==> config.mk <==
export PLATFORM = sky130hd
export DESIGN_NAME = packetizer_s2mm_core
export DESIGN_NICKNAME = d
export VERILOG_FILES = /design/src/rtl/packetizer_pkg.sv /design/src/rtl/packetizer_beat_counter.sv /design/src/rtl/packetizer_s2mm_core.sv
export SDC_FILE = /design/constraint.sdc
export NUM_CORES = 1
export LEC_CHECK = 0
export CORE_MARGIN = 2
export CORE_UTILIZATION = 40
export CTS_CLUSTER_SIZE = 12
export DETAILED_ROUTE_END_ITERATION = 10
export PLACE_DENSITY = 0.78
export SYNTH_ARGS = -nofsm -noshare
export SYNTH_HDL_FRONTEND = slang
export SYNTH_HIERARCHICAL = 1
export SYNTH_SLANG_ARGS = --single-unit
export TNS_END_PERCENT = 1
==> constraint.sdc <==
create_clock -name aclk -period 5.7 [get_ports aclk]
set_input_delay 1.425 -clock aclk [delete_from_list [all_inputs] [get_ports aclk]]
set_output_delay 1.425 -clock aclk [all_outputs]
set_load 0.1 [all_outputs]
==> src/rtl/packetizer_pkg.sv <==
// Shared defaults and types for the S2MM packetizer.
// Optional feature macro used by this slice: PACKETIZER_ONESHOT_EN.
package packetizer_pkg;

  localparam int unsigned PKT_DATA_WIDTH = 32;
  localparam int unsigned PKT_CNT_WIDTH  = 32;

  typedef logic [PKT_CNT_WIDTH-1:0] cnt_t;

endpackage

==> src/rtl/packetizer_beat_counter.sv <==
// Beat counter, packet wrap and tlast compare for the S2MM packetizer.
// With PACKETIZER_ONESHOT_EN defined, one packet is emitted per config 0->nonzero re-arm.
module packetizer_beat_counter
  import packetizer_pkg::*;
#(
  parameter int unsigned CNT_WIDTH = PKT_CNT_WIDTH
) (
  input  logic                 aclk,
  input  logic                 aresetn,
  input  logic [CNT_WIDTH-1:0] config_reg,
  input  logic                 beat,
  output logic [CNT_WIDTH-1:0] counter,
  output logic                 tlast,
  output logic                 active
);

  logic                 enable;
  logic [CNT_WIDTH-1:0] cfg_m1;

  // config_reg is used live; a shrink below counter still ends the packet via >=
  always_comb begin
    enable = |config_reg;
    cfg_m1 = config_reg - CNT_WIDTH'(1);
    tlast  = enable && (counter >= cfg_m1);
  end

  always_ff @(posedge aclk or negedge aresetn) begin
    if (!aresetn) begin
      counter <= '0;
    end else if (beat) begin
      counter <= tlast ? '0 : counter + CNT_WIDTH'(1);
    end
  end

`ifdef PACKETIZER_ONESHOT_EN
  logic armed;
  logic seen_zero;

  always_ff @(posedge aclk or negedge aresetn) begin
    if (!aresetn) begin
      armed     <= 1'b1;
      seen_zero <= 1'b0;
    end else if (armed) begin
      seen_zero <= 1'b0;
      if (beat && tlast) begin
        armed <= 1'b0;
      end
    end else if (!enable) begin
      seen_zero <= 1'b1;
    end else if (seen_zero) begin
      armed     <= 1'b1;
      seen_zero <= 1'b0;
    end
  end

  always_comb active = enable && armed;
`else
  always_comb active = enable;
`endif

endmodule

==> src/rtl/packetizer_s2mm_core.sv <==
// AXI-Stream pass-through that cuts a continuous stream into config_reg-word packets.
// Optional PACKETIZER_ONESHOT_EN selects one-shot packet mode in the beat counter.
module packetizer_s2mm_core
  import packetizer_pkg::*;
#(
  parameter int unsigned DATA_WIDTH = PKT_DATA_WIDTH,
  parameter int unsigned CNT_WIDTH  = PKT_CNT_WIDTH
) (
  input  logic                  aclk,
  input  logic                  aresetn,
  input  logic [DATA_WIDTH-1:0] s_axis_data_tdata,
  input  logic                  s_axis_data_tvalid,
  output logic                  s_axis_data_tready,
  output logic [DATA_WIDTH-1:0] m_axis_s2mm_tdata,
  output logic                  m_axis_s2mm_tvalid,
  input  logic                  m_axis_s2mm_tready,
  output logic                  m_axis_s2mm_tlast,
  input  logic [CNT_WIDTH-1:0]  config_reg,
  output logic [CNT_WIDTH-1:0]  counter
);

  logic active;
  logic beat;

  packetizer_beat_counter #(
    .CNT_WIDTH (CNT_WIDTH)
  ) u_beat_counter (
    .aclk       (aclk),
    .aresetn    (aresetn),
    .config_reg (config_reg),
    .beat       (beat),
    .counter    (counter),
    .tlast      (m_axis_s2mm_tlast),
    .active     (active)
  );

  // No storage: both handshakes gate on the same qualifier so beat is shared
  always_comb begin
    m_axis_s2mm_tdata  = s_axis_data_tdata;
    m_axis_s2mm_tvalid = s_axis_data_tvalid && active;
    s_axis_data_tready = m_axis_s2mm_tready && active;
    beat               = m_axis_s2mm_tvalid && m_axis_s2mm_tready;
  end

endmodule

==> results.ini, run 1 <==
[logic_synthesis]
synth_nets = 493
synth_sequential_area_ratio_pct = 24.4
register_bit_count_reported_by_yosys = 32
synth_cell_type_count = 46
ys.warnings.count = 6
ys_async_sr_fraction_pct = 100
syn_area_per_cell_um2 = 8.40
synthTopCellsByArea = dfrtp_1 (24%), ha_1 (13%), xnor2_1 (9.6%), buf_4 (7.3%), a31oi_1 (5.5%)
syn_area_um2 = 3280
synth-edff-count = 0
post-synth-top-area-cell = dfrtp_1
netlist_instances = 390
synth_flop_cell = dfrtp_1
yosys_top_cell_area_share_pct = 24.4

[sta]
final.min_clock_period_ps = 5820
fmax_mhz = 172
finalCritPeriodShare_pct = 102
timing.setup.tns_ps = -125
setup_skew_ps = 2.12
max_slew.worst_pin.slew_ps = 985
final_critical_path_setup_slack_ps = -125
timing.max_slew.rel_slack_pct = 34.1
hold_viol = 0
finalSetupViolCount = 1
rsz0062_at_grt = true
report.final.slew_viol_count = 0

[critical_path]
required_ps = 4280
sort_of_element_at_the_end_of_the_critical_path = output port
crit_path_start_kind = primary input
arrival_ps = 4400
worst-r2r-setup-slack_ps = 3350
worst_r2r_startpoint = u_beat_counter/counter[2]
critical_path.endpoint = m_axis_s2mm_tlast
timing.reg2reg.worst_path_depth = 8
crit-reg2reg-capture = u_beat_counter/counter[20]
path_max_fanout = 4
timing_worst_setup_path_type = in2out
critical_path.startpoint = config_reg[15]

[layout]
final-seq-area_um2 = 801
registers.top_by_ff_count = u_beat_counter/counter
final_core_utilization_pct = 55.6
layout_common_cells = buf_4 (60), clkdlybuf4s50_1 (47), xnor2_1 (36), ha_1 (35), dfrtp_1 (32)
final_layout_size_suffix_gt1_share_pct = 23.7
nNetsFinal = 589
fillCellCount = 737
layout.cells.non_filler = 591
layout.cells.most_common = buf_4
syn_to_final_growth_pct = 37.4
diodes = 0
max_reg_flops = 32
top_regs = u_beat_counter/counter x32
multi_input_comb_area_um2 = 2290

[global_routing]
number_of_global_route_vias_before_repair = 3214
grt_pass1_wl_um = 15000
antenna_found_initial = 0
global_route.overflow_total = 0
maximum_number_of_pins_on_one_net_before_global_route_repair = 40
track_usage_pct = 20.9

[clock_network]
cts-root-to-sink-buffers = 2
cts.reportedPaths.clkPinSlew_ps = 60
clkLatencyLatePin_ps = 280
tritoncts = yes
tritoncts_num_sinks = 32
cts_inserted_buffers = 5
cts_hold_repair.buffers = 0
clock_tree.root_cell = clkbuf_8
cts-htree-levels = 2

[detailed_routing]
routed_wl_um = 9370
drtPass1Iterations = 5
drc = 0
detailedRoute.firstIterationViolations = 191
route.antenna.remaining_nets = 0
drt-wirelength-per-cell_um = 15.9
detailroute.via_count = 3263
via_per_instance_ratio = 5.52

[flow_run]
max_cap_viol_count = 0

[floorplanning]
die_width_um = 94.5
floorplan.initialDensity_pct = 40.5
floorplan.io_pins = 135
placementRows = 33
design.core.area_um2 = 8090
die_y_um = 94.5
die_area_um2 = 8930

[power_and_ir_drop]
p_per_area_nw_per_um2 = 169
total_power_uw = 762
p_leak_uw = 0.00188
power.ir.vdd_worst_mv = 0.228

[placement]
port_buffers = 70
gp_routability_congestion = 0.992
dp_hpwl_um = 7180
post-place-cells = 577
post-place-ws_ps = -594

[min_path]
hold_class = reg2reg
worstHoldStart = u_beat_counter/counter[31]

[status]
run_status = complete, but fails checks
failed_checks = setup timing

==> per-stage QoR <==
step / cell area [um2] / hold WS [ps]
2_1_floorplan: 3310 / 1020
3_3_place_gp: 4290 / 579
3_5_place_dp: 4290 / 604
4_1_cts: 4480 / 617
5_1_grt: 4500 / 638
6_report: 4500 / 614
==> layout make-up <==
type	instances	area share [%]
Clock buffer	6	1.61
Inverter	14	1.22
Sequential cell	32	17.8
Clock inverter	1	0.111
Tap cell	105	2.92
Timing Repair Buffer	132	25.6
Multi-Input combinational cell	301	50.8
==> cells in the mapped netlist (all sizes together), types with 6 or more instances <==
library cell,number
xnor2,36
xor2,20
nor4,7
a31oi,29
nand3,18
clkbuf,6
inv,14
a21oi,13
nand4,13
dfrtp,32
nand2,26
buf,37
ha,35
and3,9
nor2,29
nor3,17
==> timing repair <==
action                                  4_1_cts  5_1_grt
endpoints found under the setup margin        1        1
resized for setup                            72       14
setup buffers                                 6        1
pin swaps                                    25        8
==> worst max-delay path: stages <==
cell,delay (ps)
buf_2,100
or4_4,550
nor4_4,340
nand2_2,150
buf_6,160
nor3_2,140
xnor2_1,90
ha_1,300
a21oi_1,70
o21ai_1,310
a21oi_4,100
o21ai_2,170
o21bai_4,140
and2_4,170
buf_12,170
==> report_power, final <==
| part | switching (uW) | leakage (uW) | internal [uW] |
|---|---|---|---|
| Sequential | 28.2 | 0.000429 | 243 |
| Clock | 81.1 | 0.0000410 | 82.9 |
| Combinational | 214 | 0.00141 | 112 |
==> kinds of logic after synthesis <==
kind of cell    after synthesis  synth area share [%]
compound gates               63                  12.3
xor+xnor                     56                  15.0
fa+ha+maj                    35                  13.4
buf+inv                      57                  10.5
flops                        32                  24.4
simple gates                147                  24.4
==> worst min path at each step <==
stage / cells past startpoint / to / slack (ps)
CTS: 2 / u_beat_counter/counter[31] / 620
global route: 2 / u_beat_counter/counter[31] / 640
global placement: 2 / u_beat_counter/counter[0] / 580
detailed placement: 2 / u_beat_counter/counter[31] / 600
finish: 2 / u_beat_counter/counter[31] / 610
floorplan: 2 / u_beat_counter/counter[1] / 1020
==> routing by layer <==
metal	track usage (%)	routed length, um
met2	37.2	4640
met3	3.19	530
met1	26.6	4010
met5	0	0
met4	5.19	194
Power figures use the tool's default switching activity.
==> run 2, diff against run 1 <==
--- a/config.mk
+++ b/config.mk
@@ -7,6 +7,7 @@
 export LEC_CHECK = 0
 export CORE_MARGIN = 2
 export CORE_UTILIZATION = 40
+export CTS_CLUSTER_DIAMETER = 50
 export CTS_CLUSTER_SIZE = 12
 export DETAILED_ROUTE_END_ITERATION = 10
 export PLACE_DENSITY = 0.78
==> results of run 2 <==
Final layout, timing and power as in run 1 (identical DEF).
==> run 3, diff against run 2 <==
--- a/config.mk
+++ b/config.mk
@@ -5,12 +5,15 @@
 export SDC_FILE = /design/constraint.sdc
 export NUM_CORES = 1
 export LEC_CHECK = 0
+export ABC_CLOCK_PERIOD_IN_PS = 5700
+export CELL_PAD_IN_SITES_DETAIL_PLACEMENT = 1
+export CELL_PAD_IN_SITES_GLOBAL_PLACEMENT = 1
 export CORE_MARGIN = 2
-export CORE_UTILIZATION = 40
+export CORE_UTILIZATION = 28
 export CTS_CLUSTER_DIAMETER = 50
 export CTS_CLUSTER_SIZE = 12
 export DETAILED_ROUTE_END_ITERATION = 10
-export PLACE_DENSITY = 0.78
+export PLACE_DENSITY_LB_ADDON = 0.1
 export SYNTH_ARGS = -nofsm -noshare
 export SYNTH_HDL_FRONTEND = slang
 export SYNTH_HIERARCHICAL = 1
==> run 3 against run 2 <==
  * The flow still finishes with violations (setup timing)
  * Die area rose by 41%
  * Highest routed layer unchanged
  * Critical endpoint unchanged
  * Cell count rose by 7.1%
  * Clock skew rose by 0.59 ps
  * Fmax fell by 0.20%
  * Wire length rose by 13%
  * Largest power group unchanged
  * Hold slack got worse by 2.1 ps
  * Clock-buffer cell count did not move
  * First-iteration DRC count fell by 44%
==> results.ini, run 3 (synthesis results as in run 1) <==
[status]
run_status = complete, but fails checks
failed_checks = setup timing

[floorplanning]
die_area_um2 = 12600  ; +41%
design.core.area_um2 = 11400  ; +41%
placementRows = 39  ; +18%
floorplan.io_pins = 135  ; unchanged
die_width_um = 112  ; +19%
die_y_um = 112  ; +19%
floorplan.initialDensity_pct = 28.7  ; -12 points

[critical_path]
crit-reg2reg-capture = u_beat_counter/counter[3]
worst_path_largest_cell_delay_ps = 530  ; -20 ps
required_ps = 4280  ; about the same
worst_r2r_startpoint = u_beat_counter/counter[0]
path_max_fanout = 4  ; unchanged
sort_of_element_at_the_end_of_the_critical_path = output port
crit_path_top_delay_cell = or4_4
arrival_ps = 4410  ; about the same
crit_path_start_kind = primary input
timing.reg2reg.worst_path_depth = 9  ; +1
timing_worst_setup_path_type = in2out
critical_path_cell_by_cell = buf_6 > or4_4 > or2_4 > nor3_4 > nor2b_4 > nand3b_1 > xor2_1 > ha_1 > nand4_1 > nor3_2 > a221oi_2 > o21ai_1 > o21bai_4 > and2_4 > buf_12
worst-r2r-setup-slack_ps = 3240  ; -110 ps

[placement]
port_buffers = 70  ; unchanged
post-place-cells = 620  ; +7.5%
gp_routability_congestion = 0.780  ; -21%
dp_hpwl_um = 8260  ; +15%
dpl_cell_area_um2 = 4370  ; +2.0%

[clock_network]
clkLatencyLatePin_ps = 270  ; about the same
tritoncts = yes
clock_tree.root_cell = clkbuf_16
cts-htree-levels = 2  ; unchanged
cts.reportedPaths.clkPinSlew_ps = 50  ; about the same
cts_inserted_buffers = 5  ; unchanged
tritoncts_num_sinks = 32  ; unchanged
cts-root-to-sink-buffers = 2  ; unchanged
cts_hold_repair.buffers = 0  ; unchanged

[global_routing]
global_route.overflow_total = 0  ; unchanged
grt_pass1_wl_um = 17700  ; +18%
track_usage_pct = 17.3  ; -3.7 points
maximum_number_of_pins_on_one_net_before_global_route_repair = 40  ; unchanged
number_of_global_route_vias_before_repair = 3406  ; +6.0%
antenna_found_initial = 0  ; unchanged

[power_and_ir_drop]
power.share.switching_pct = 39.4  ; -3.1 points
p_leak_uw = 0.00193  ; +2.8%
power.ir.vdd_worst_mv = 0.210  ; -8.1%
share_seq_of_total_power_pct = 32.1  ; -3.5 points
p_per_area_nw_per_um2 = 184  ; +8.7%
p_int_uw = 515  ; +18%
total_power_uw = 850  ; +12%
netSwitchingPower_uw = 335  ; +3.6%
combPwrFrac_pct = 38.2  ; -4.7 points
clock_power_share_pct = 29.7  ; +8.2 points

[min_path]
min_delay_path_depth = 2  ; unchanged
hold-path-endpoint = u_beat_counter/counter[0]
hold_class = reg2reg
worstHoldStart = u_beat_counter/counter[0]

[detailed_routing]
via_per_instance_ratio = 5.00  ; -9.5%
routed_wl_um = 10600  ; +13%
drc = 0  ; unchanged
drt-wirelength-per-cell_um = 16.7  ; +5.5%
detailroute.via_count = 3163  ; -3.1%
route.antenna.remaining_nets = 0  ; unchanged
detailedRoute.firstIterationViolations = 107  ; -44%
drtPass1Iterations = 4  ; -1

[sta]
finalCritPeriodShare_pct = 102  ; +0.21 points
report.final.slew_viol_count = 0  ; unchanged
finalSetupViolCount = 1  ; unchanged
hold_viol = 0  ; unchanged
timing.max_slew.rel_slack_pct = 34.2  ; +0.065 points
max_slew.worst_pin.slew_ps = 984  ; -0.964 ps
fmax_mhz = 171  ; -0.20%
rsz0062_at_grt = true
final_critical_path_setup_slack_ps = -137  ; -11.7 ps
final.min_clock_period_ps = 5840  ; +11.7 ps
setup_skew_ps = 2.71  ; +0.593 ps

[layout]
layout.cells.non_filler = 633  ; +7.1%
max_reg_flops = 32  ; unchanged
postLayoutCellArea_um2 = 4620  ; +2.7%
registers.top_by_ff_count = u_beat_counter/counter
nNetsFinal = 593  ; +0.68%
fillCellCount = 1363  ; +85%
layout.cells.most_common = buf_4
layout_common_cells = buf_4 (66), clkdlybuf4s50_1 (48), xnor2_1 (36), ha_1 (35), dfrtp_1 (32)
final_core_utilization_pct = 40.5  ; -15 points
final_layout_size_suffix_gt1_share_pct = 23.1  ; -0.60 points
diodes = 0  ; unchanged
syn_to_final_growth_pct = 41.1
top_regs = u_beat_counter/counter x32

[flow_run]
max_cap_viol_count = 0  ; unchanged

## run 3: worst max-delay path, delay by kind of cell
family / cells / cell delay (ps)
buf+inv: 2 / 250
simple gates: 8 / 1720
xor+xnor: 1 / 160
compound gates: 3 / 540
fa+ha+maj: 1 / 310
## run 3: power groups by stage
stage                     combinational, uW  sequential, uW  clock, uW
final                                   325             273        252
after global routing                    350             278        269
after CTS                               327             275        261
after detailed placement                326             279          0
after global placement                  319             278          0
after floorplan                         200             383          0
## run 3: repair_timing
action | CTS | global route
pin swaps | 20 | 3
gates resized for setup | 70 | 3
setup endpoints to repair | 1 | 1
setup buffers | 5 | 1
## run 3: how the worst max path moves through the flow
stage | endpoint | startpoint
6_report | m_axis_s2mm_tlast | config_reg[20]
5_1_grt | m_axis_s2mm_tlast | config_reg[0]
3_5_place_dp | m_axis_s2mm_tlast | config_reg[12]
3_3_place_gp | m_axis_s2mm_tlast | config_reg[12]
2_1_floorplan | m_axis_s2mm_tlast | config_reg[12]
4_1_cts | m_axis_s2mm_tlast | config_reg[20]
## run 3: layer usage
layer | share of wire (%) | track usage [%] | wire length (um)
met5 | 0 | 0 | 0
met4 | 0.48 | 2.85 | 51
met3 | 3.5 | 3.19 | 369
met2 | 48 | 29.7 | 5130
met1 | 48 | 23.0 | 5040
## run 3: area by class of cell
class	instances	area, um2	area share (%)
Timing Repair Buffer	136	1190	25.8
Inverter	14	52.6	1.14
Clock buffer	6	129	2.79
Clock inverter	1	5.00	0.108
Tap cell	143	179	3.87
Sequential cell	32	801	17.3
Multi-Input combinational cell	301	2260	49.0
## run 3: stage by stage
step	setup TNS [ps]	setup WS (ps)	hold slack, ps
global placement	-593	-593	592
CTS	-142	-142	615
global route	-301	-301	659
detailed placement	-648	-648	597
floorplan	-79.8	-79.8	1020
finish	-137	-137	612
